**src/rtl/coax_rx_ctrl.sv**
```systemverilog
`default_nettype none
// ============================================================================
// Module   : coax_rx_ctrl
// Purpose  : Coax receive framing controller. It hunts for a start pattern of
//            START_BITS consecutive ones followed by a zero. It then receives
//            12-bit words: a sync bit, 10 data bits sent MSB first, and an
//            even-parity bit. A zero sync bit ends the message. Bit timing is
//            supervised by a timeout counter that runs while words are being
//            received.
// Ports    : clk               - single clock, rising edge
//            reset             - synchronous, active-high
//            rx_enable         - receiver on; low forces IDLE
//            bit_sample        - one-cycle strobe: bit_value is valid
//            bit_value         - received bit, qualified by bit_sample
//            bit_timer_enable  - enable to the external bit timer
//            data[9:0]         - last received data word
//            data_valid        - one-cycle pulse: data updated
//            parity_error      - qualifies data_valid
//            eom               - one-cycle pulse: end of message
//            timeout_error     - one-cycle pulse: bit timing lost
// Config   : COAX_RX_CTRL_PARITY_EN - when defined, parity is checked.
//            Otherwise the parity bit is consumed and parity_error is 0.
// Revision : 1.0 - initial release
// ============================================================================
module coax_rx_ctrl #(
    parameter int CLOCKS_PER_BIT = 8,
    parameter int START_BITS     = 5
) (
    input  logic       clk,
    input  logic       reset,
    input  logic       rx_enable,
    input  logic       bit_sample,
    input  logic       bit_value,
    output logic       bit_timer_enable,
    output logic [9:0] data,
    output logic       data_valid,
    output logic       parity_error,
    output logic       eom,
    output logic       timeout_error
);

    localparam int c_timeout_clks = 2 * CLOCKS_PER_BIT;
    localparam int c_tmr_w        = $clog2(c_timeout_clks + 1);
    localparam int c_ones_w       = $clog2(START_BITS + 1);

    localparam logic [c_tmr_w-1:0]  c_timeout_cnt = c_tmr_w'(c_timeout_clks);
    localparam logic [c_ones_w-1:0] c_start_cnt   = c_ones_w'(START_BITS);
    localparam logic [3:0]          c_idx_sync    = 4'd0;
    localparam logic [3:0]          c_idx_parity  = 4'd11;

    typedef enum logic [1:0] {
        S_IDLE   = 2'd0,
        S_HUNT   = 2'd1,
        S_WORD   = 2'd2,
        S_RESYNC = 2'd3
    } state_t;

    state_t              state_q, state_d;
    logic [c_ones_w-1:0] ones_q, ones_d;
    logic [3:0]          idx_q, idx_d;
    logic [c_tmr_w-1:0]  tmr_q, tmr_d;
    logic [9:0]          shift_q, shift_d;
    logic [9:0]          data_q, data_d;
    logic                dv_q, dv_d;
    logic                perr_q, perr_d;
    logic                eom_q, eom_d;
    logic                tmo_q, tmo_d;
    logic                bte_q, bte_d;

    logic                w_parity_err;
    logic [c_tmr_w-1:0]  w_tmr_inc;

    // On the parity strobe shift_q already holds all ten data bits, so the
    // parity check combines it with the live parity bit.
`ifdef COAX_RX_CTRL_PARITY_EN
    assign w_parity_err = ^{shift_q, bit_value};
`else
    assign w_parity_err = 1'b0;
`endif

    assign w_tmr_inc = tmr_q + 1'b1;

    always_comb begin
        state_d = state_q;
        ones_d  = ones_q;
        idx_d   = idx_q;
        tmr_d   = tmr_q;
        shift_d = shift_q;
        data_d  = data_q;
        dv_d    = 1'b0;
        perr_d  = 1'b0;
        eom_d   = 1'b0;
        tmo_d   = 1'b0;

        case (state_q)
            S_IDLE: begin
                if (rx_enable) begin
                    state_d = S_HUNT;
                    ones_d  = '0;
                end
            end

            S_HUNT: begin
                if (bit_sample) begin
                    if (bit_value) begin
                        // Saturate so that a longer run of ones still
                        // qualifies as a start pattern.
                        if (ones_q != c_start_cnt) begin
                            ones_d = ones_q + 1'b1;
                        end
                    end else if (ones_q == c_start_cnt) begin
                        state_d = S_WORD;
                        ones_d  = '0;
                        idx_d   = c_idx_sync;
                        tmr_d   = '0;
                        shift_d = '0;
                    end else begin
                        ones_d = '0;
                    end
                end
            end

            S_WORD: begin
                if (bit_sample) begin
                    // A strobe always restarts the timeout, including when it
                    // lands on the cycle in which the limit would be reached.
                    tmr_d = '0;
                    if (idx_q == c_idx_sync) begin
                        if (bit_value) begin
                            idx_d = 4'd1;
                        end else begin
                            eom_d   = 1'b1;
                            state_d = S_HUNT;
                            ones_d  = '0;
                        end
                    end else if (idx_q == c_idx_parity) begin
                        data_d = shift_q;
                        dv_d   = 1'b1;
                        perr_d = w_parity_err;
                        idx_d  = c_idx_sync;
                    end else begin
                        shift_d = {shift_q[8:0], bit_value};
                        idx_d   = idx_q + 1'b1;
                    end
                end else if (w_tmr_inc == c_timeout_cnt) begin
                    tmo_d   = 1'b1;
                    state_d = S_RESYNC;
                    idx_d   = '0;
                    tmr_d   = '0;
                    shift_d = '0;
                end else begin
                    tmr_d = w_tmr_inc;
                end
            end

            S_RESYNC: begin
                state_d = S_HUNT;
                ones_d  = '0;
            end

            default: begin
                state_d = S_IDLE;
            end
        endcase

        // Disabling the receiver overrides everything above: the partial
        // word is dropped and no pulse escapes.
        if (!rx_enable) begin
            state_d = S_IDLE;
            ones_d  = '0;
            idx_d   = '0;
            tmr_d   = '0;
            shift_d = '0;
            data_d  = data_q;
            dv_d    = 1'b0;
            perr_d  = 1'b0;
            eom_d   = 1'b0;
            tmo_d   = 1'b0;
        end

        // The timer enable is registered from the next state, so it follows
        // the state with no extra cycle of lag.
        bte_d = (state_d == S_HUNT) || (state_d == S_WORD);
    end

    always_ff @(posedge clk) begin
        if (reset) begin
            state_q <= S_IDLE;
            ones_q  <= '0;
            idx_q   <= '0;
            tmr_q   <= '0;
            shift_q <= '0;
            data_q  <= '0;
            dv_q    <= 1'b0;
            perr_q  <= 1'b0;
            eom_q   <= 1'b0;
            tmo_q   <= 1'b0;
            bte_q   <= 1'b0;
        end else begin
            state_q <= state_d;
            ones_q  <= ones_d;
            idx_q   <= idx_d;
            tmr_q   <= tmr_d;
            shift_q <= shift_d;
            data_q  <= data_d;
            dv_q    <= dv_d;
            perr_q  <= perr_d;
            eom_q   <= eom_d;
            tmo_q   <= tmo_d;
            bte_q   <= bte_d;
        end
    end

    assign bit_timer_enable = bte_q;
    assign data             = data_q;
    assign data_valid       = dv_q;
    assign parity_error     = perr_q;
    assign eom              = eom_q;
    assign timeout_error    = tmo_q;

endmodule
`default_nettype wire

```
**config.mk**
```make
export PLATFORM = sky130hd
export DESIGN_NAME = coax_rx_ctrl
export DESIGN_NICKNAME = d
export VERILOG_FILES = /design/src/rtl/coax_rx_ctrl.sv
export SDC_FILE = /design/constraint.sdc
export NUM_CORES = 1
export LEC_CHECK = 0
export CELL_PAD_IN_SITES_DETAIL_PLACEMENT = 0
export CELL_PAD_IN_SITES_GLOBAL_PLACEMENT = 2
export CORE_AREA = 2 2 78 80
export DETAILED_ROUTE_END_ITERATION = 10
export DIE_AREA = 0 0 80 82
export GPL_TIMING_DRIVEN = 0
export PLACE_DENSITY_LB_ADDON = 0.15
export SLEW_MARGIN = 40
export SYNTH_ARGS = -nofsm -noshare
export SYNTH_HDL_FRONTEND = slang
export SYNTH_SLANG_ARGS = --single-unit
```
**constraint.sdc**
```tcl
create_clock -name clk -period 2.2 [get_ports clk]
set_input_delay 0.44 -clock clk [delete_from_list [all_inputs] [get_ports clk]]
set_output_delay 0.44 -clock clk [all_outputs]
set_load 0.005 [all_outputs]
```
==> key figures, run 1 <==
Worst hold path
  – Min-delay src: ones_q[1]
  – Hold Path Class: flip-flop to flip-flop

Drt
  – Routed Wire Length: 4.60 mm
  – Antenna Violating Nets Remaining: 0
  – DRC: 0
  – Routed via count: 1580
  – Via-to-Cell Ratio: 5.03
  – TritonRoute pass-1 iters: 4
  – Wire per inst: 14.6 um
  – Drt initial violations: 56

Floorplan
  – Ports: 20
  – Die Height: 82 um
  – Std-Cell Rows: 28
  – Core Box Area: 5750 um^2
  – Full die area: 6560 um^2
  – Die span in x: 80 um
  – Initial Util: 32.9%

Synth
  – Main synth FF type: dfxtp_1
  – EDFF count, synth: 0
  – FFs w/ async S/R, synth: 0%
  – Post-synthesis sequential area ratio: 40.2%
  – Mapped Cells: 212
  – Flops & latches, synth: 38
  – Netlist Area Pre-Place: 1890 um^2
  – Syn Area/Cell: 8.92 um^2
  – Syn. warnings: 0
  – Netlist cell types: 45
  – Synth Net Count: 224

STA
  – FMAX: 485 MHz
  – Min Tclk post-route: 2.06 ns
  – Crit share post-route: 93.8%
  – Slew Viols, Final: 0
  – Sum Neg Setup Slack: 0 ns
  – Worst-margin pin slew: 0.570 ns
  – Slew headroom: 61.6%
  – RSZ-0062 raised after global routing: yes
  – Final setup viols: 0
  – Final Hold Fails: 0
  – Clock skew: 0.00690 ns
  – Hold Slack: 0.483 ns

Power
  – Max rail drop VDD: 0.000364 V
  – Cell Pwr Density: 631 nW/um^2
  – Leakage: 0.808 nW

Finish
  – Layout cells sized above 1: 12.6%
  – Antenna Cells: 0
  – Fillcell total: 627
  – Final core occ: 40.9%
  – Most frequent cells in the layout: dfxtp_1, nor2_1, mux2i_1
  – Area grow syn2layout: 24.2%
  – Seq. cell area: 761 um^2
  – Commonest non-fill, non-tap cell in the layout: dfxtp_1
  – Nets: 250
  – Multi-input gate area: 1090 um^2
  – Final cell count without fillers: 314

Placed design
  – IO Port Bufs: 17
  – Final RePlAce weighted congestion: 0.826
  – Placed cell count: 304
  – Dpl hpwl: 3.27 mm

Setup path
  – CP cell instances: ha_1, buf_2, nor2b_2, a21oi_2, a2111oi_4, o31ai_1, a32o_1
  – Slowest library cell on the worst path: a2111oi_4
  – Worst R2R Start: state_q[1]
  – Worst setup SP type: flip-flop
  – CP Capture Type: flip-flop
  – Worst-path fanout max: 8
  – Launch point of the worst path: state_q[1]
  – WP data arrival: 2.26 ns
  – Critical path type: flip-flop to flip-flop
  – Req. time, crit path: 2.39 ns
  – Largest stage delay, worst path: 0.50 ns

Clocking
  – CTS max path bufs: 2
  – Worst-Skew Late Latency: 0.30 ns
  – CTS Hold Bufs: 0
  – Htree depth: 2
  – Number of buffers created by CTS: 5
  – CTS root buf: clkbuf_8
  – Clock sinks: 38
  – Clock Pin Slew Worst Setup and Hold Paths: 0.09 ns
  – CTS tree: done

Flow run
  – Max_cap viols: 0

Run status
  – Outcome: complete, no violations

Global routing
  – Total track usage: 15.6%
  – Largest net degree at the start of global routing: 14
  – Global-route wire length before repair: 7.92 mm
  – GRT overflow: 0
  – Vias in the first global route: 1583
  – Initial antenna violation count: 0
-- synth_stat cells, types with 2 or more instances --
| cell type | n | area, um^2 |
|---|---|---|
| dfxtp_1 | 38 | 761 |
| nor2_1 | 29 | 109 |
| mux2i_1 | 18 | 180 |
| nand2_1 | 13 | 48.8 |
| a21oi_1 | 12 | 60.1 |
| and3_1 | 8 | 50.1 |
| o21ai_0 | 8 | 40.0 |
| ha_1 | 7 | 87.6 |
| clkbuf_1 | 6 | 22.5 |
| inv_1 | 6 | 22.5 |
| nand2b_1 | 6 | 37.5 |
| nor3_1 | 5 | 25.0 |
| buf_2 | 4 | 20.0 |
| nand3_1 | 4 | 20.0 |
| a22o_1 | 3 | 26.3 |
| a31oi_1 | 3 | 18.8 |
| nand4_1 | 3 | 18.8 |
| nor2b_1 | 3 | 18.8 |
| nor4b_1 | 3 | 26.3 |
| a211oi_1 | 2 | 15.0 |
| a32o_1 | 2 | 20.0 |
| and4b_1 | 2 | 20.0 |
| mux2_1 | 2 | 22.5 |
| nor2_2 | 2 | 12.5 |
| nor4_1 | 2 | 12.5 |
| o21ai_1 | 2 | 10.0 |
-- critical path, delay by kind of cell (launching register included) --
family	cells	cell delay, ns
buffers and inverters	1	0.18
flip-flops	1	0.39
AO/OA/AOI/OAI	4	1.01
adder cells (fa/ha/maj)	1	0.16
AND/OR/NAND/NOR	1	0.22
-- sequential cells by signal (all words and copies together) (netlist names) --
register	flops
bit_timer_enable	1
idx_q	4
shift_q	10
tmr_q	5
eom	1
ones_q	3
data	10
data_valid	1
state_q	2
timeout_error	1
-- metrics by stage --
stage | power, mW | cell area, um^2 | setup WS (ns)
floorplan | 0.741 | 1890 | 0.227
global placement | 0.768 | 2160 | -0.453
detailed placement | 0.767 | 2160 | -0.470
CTS | 1.50 | 2330 | 0.0518
global route | 1.53 | 2350 | -0.0169
finish | 1.48 | 2350 | 0.136
-- logic make-up (layout without fill, tap and decap cells) --
group	Yosys count	in the layout	share of synthesized area (%)
AND/OR/NAND/NOR	86	86	23.8
other	1	1	0.198
multiplexers	20	20	10.7
adder cells (fa/ha/maj)	7	7	4.63
buffers and inverters	17	44	3.84
AO/OA/AOI/OAI	43	43	16.6
flip-flops	38	38	40.2
-- final cells by class --
type	instances	area share [%]
multi-input combinational	157	46.5
tap	75	3.99
timing repair buffer	19	7.99
clock inverter	3	2.93
inverter	6	0.958
clock buffer	5	2.93
sequential	38	32.4
buffer	11	2.29
-- power by group --
part / switching (mW) / internal [mW]
Combinational: 0.0384 / 0.0216
Clock: 0.276 / 0.455
Sequential: 0.00154 / 0.690
Total: 0.315 / 1.17
-- final timing paths --
check,to,slack (ns),depth (start not counted)
setup / recovery,idx_q[3],0.14,7
hold / removal,ones_q[1],0.48,2
setup reg to reg,idx_q[3],0.14,7
hold reg to reg,ones_q[1],0.48,2
-- what timing repair did --
action                                  in CTS  in global routing
pin swaps                                    1                  1
endpoints found under the setup margin      19                 14
setup buffers                                2                  0
gates resized for setup                      4                  9
-- routing by layer --
| layer | global-route usage (%) | share of wire [%] |
|---|---|---|
| met1 | 21.0 | 52 |
| met2 | 24.6 | 44 |
| met3 | 3.08 | 2.9 |
| met4 | 6.27 | 1.2 |
| met5 | 0 | 0 |
No activity file was read; power rests on OpenSTA's default activity.
==> run 2, diff against run 1 <==
Clock period 2.2 ns to 1.9 ns, I/O delays scaled along.
==> key figures, run 2 (same netlist as run 1, synthesis figures left out) <==
Run status
  – Outcome: finished with violations
  – Failing checks: negative setup slack

Global routing
  – Largest net degree at the start of global routing: 14
  – Total track usage: 16.8%
  – Vias in the first global route: 1691
  – GRT overflow: 0
  – Initial antenna violation count: 0
  – Global-route wire length before repair: 8.37 mm

Clocking
  – Clock Pin Slew Worst Setup and Hold Paths: 0.09 ns
  – CTS max path bufs: 2
  – Number of buffers created by CTS: 5
  – CTS tree: done
  – Worst-Skew Late Latency: 0.30 ns
  – Htree depth: 2
  – CTS root buf: clkbuf_8
  – Clock sinks: 38

Finish
  – Final cell count without fillers: 332
  – Most frequent cells in the layout: dfxtp_1, nor2_1, buf_4, mux2i_1, clkdlybuf4s50_1
  – Antenna Cells: 0
  – Final instance area: 2710 um^2
  – Area grow syn2layout: 43.2%
  – Layout cells sized above 1: 30.4%
  – Commonest non-fill, non-tap cell in the layout: dfxtp_1
  – Fillcell total: 587
  – Nets: 268
  – Final core occ: 47.1%

Placed design
  – Placed cell count: 304
  – Dpl hpwl: 3.47 mm
  – Placed instance area: 2200 um^2
  – Final RePlAce weighted congestion: 0.794
  – IO Port Bufs: 17

Setup path
  – Worst-path fanout max: 5
  – Req. time, crit path: 2.08 ns
  – Flop2flop setup slack: -0.06 ns
  – CP Capture Type: flip-flop
  – Slowest library cell on the worst path: a2111oi_4
  – CP cell instances: inv_2, ha_4, and4b_2, a21oi_4, a2111oi_4, buf_4, clkbuf_16, mux2i_1, nor2_1
  – Worst setup SP type: flip-flop
  – Worst R2R Start: ones_q[1]
  – Largest stage delay, worst path: 0.38 ns
  – WP data arrival: 2.14 ns
  – Worst Reg-to-Reg Cells: 9
  – Critical path type: flip-flop to flip-flop
  – Reg2Reg Capture Point: shift_q[4]

Floorplan
  – Ports: 20
  – Core Box Area: 5750 um^2
  – Die Height: 82 um
  – Die span in x: 80 um
  – Full die area: 6560 um^2
  – Std-Cell Rows: 28
  – Initial Util: 32.9%

Drt
  – Via-to-Cell Ratio: 5.24
  – Wire per inst: 15.9 um
  – Antenna Violating Nets Remaining: 0
  – DRC: 0
  – Routed Wire Length: 5.29 mm
  – Routed via count: 1740
  – TritonRoute pass-1 iters: 4
  – Drt initial violations: 104

Worst hold path
  – Hold Path Class: flip-flop to flip-flop
  – Hold Crit Depth: 2
  – Min-delay src: shift_q[9]
  – Worst Hold Path EP: shift_q[9]

STA
  – RSZ-0062 raised after global routing: yes
  – Final setup viols: 7
  – Min Tclk post-route: 1.96 ns
  – PnR worst setup slack: -0.0568 ns
  – Final Hold Fails: 0
  – Clock skew: 0.0139 ns
  – Crit share post-route: 103%
  – FMAX: 511 MHz
  – Worst-margin pin slew: 0.512 ns
  – Slew Viols, Final: 0
  – Slew headroom: 65.8%

Power
  – P_sw: 371 uW
  – Switch share: 21.4%
  – Leakage: 0.939 nW
  – Power share of the clock group: 48.5%
  – Cell Pwr Density: 640 nW/um^2
  – Internal cell power: 1.36 mW
  – Max rail drop VDD: 0.000336 V
  – Comb pwr share: 5.3%
  – Reg power frac: 46.2%

Flow run
  – Max_cap viols: 0
==> run 2: changes by cell type in the layout (fill, tap and decap cells not counted), moves of 3 or more <==
cell	before	now
ha_1	7	1
buf_6	0	3
ha_4	0	4
dfxtp_1	38	31
dfxtp_2	0	6
inv_2	0	4
buf_4	3	17
inv_1	6	1
==> run 2: worst max-delay path by stage <==
stage,startpoint,to,depth (start not counted)
after floorplan,idx_q[0],shift_q[6],7
after global placement,bit_value,shift_q[7],6
after detailed placement,bit_value,shift_q[6],6
after CTS,idx_q[1],shift_q[4],8
after global routing,ones_q[1],bit_timer_enable,8
final,ones_q[1],shift_q[4],9
==> run 2: layout make-up <==
| cell class | count | area, um^2 | share of cell area, % |
|---|---|---|---|
| repair buffers | 37 | 360 | 13.3 |
| clock inverters | 3 | 68.8 | 2.54 |
| inverters | 6 | 30.0 | 1.11 |
| clock buffers | 5 | 68.8 | 2.54 |
| well taps | 75 | 93.8 | 3.46 |
| flip-flops and latches | 38 | 772 | 28.5 |
| multi-input cells | 157 | 1250 | 46.1 |
| plain buffers | 11 | 67.6 | 2.49 |
==> run 2: what timing repair did <==
item | CTS | global route
resized for setup | 31 | 24
hold buffers | 0 | 0
setup endpoints to repair | 32 | 24
cloned | 1 | 0
setup buffers | 8 | 12
pin swaps | 9 | 10
==> run 2: routing by layer <==
| metal | vias to the layer above | track usage, % | wire length [um] |
|---|---|---|---|
| met3 | 9 | 3.74 | 164 |
| li1 | 852 | - | - |
| met4 | 0 | 6.10 | 87 |
| met5 | - | 0 | 0 |
| met1 | 845 | 19.8 | 2380 |
| met2 | 34 | 29.8 | 2660 |
==> run 2: metrics by stage <==
| step | power, mW | hold WS, ns | worst slack, ns | setup TNS [ns] |
|---|---|---|---|---|
| 2_1_floorplan | 0.861 | 0.446 | -0.00981 | -0.0294 |
| 3_3_place_gp | 0.890 | 0.465 | -0.743 | -15.36 |
| 3_5_place_dp | 0.892 | 0.467 | -0.813 | -16.83 |
| 4_1_cts | 1.74 | 0.488 | -0.0600 | -0.107 |
| 5_1_grt | 1.79 | 0.505 | -0.112 | -0.800 |
| 6_report | 1.73 | 0.479 | -0.0568 | -0.204 |
==> run 2: power groups by stage <==
stage / Sequential, mW / Combinational (mW) / Clock, mW
after global placement: 0.820 / 0.0704 / 0
final: 0.800 / 0.0926 / 0.840
after global routing: 0.800 / 0.0990 / 0.892
after CTS: 0.801 / 0.0783 / 0.857
after detailed placement: 0.820 / 0.0719 / 0
after floorplan: 0.820 / 0.0409 / 0
==> run 2: critical path: cells and delay by family (launching register included) <==
| family | cells | cell delay (ns) |
|---|---|---|
| flops | 1 | 0.34 |
| fa+ha+maj | 1 | 0.12 |
| compound gates | 2 | 0.48 |
| mux | 1 | 0.17 |
| buf+inv | 3 | 0.38 |
| simple gates | 2 | 0.35 |
==> run 3, diff against run 2 <==
Settings changed: CAP_MARGIN set to 20.
==> results of run 3 <==
Same layout as run 2: the final DEF is identical, and so are final timing and power.
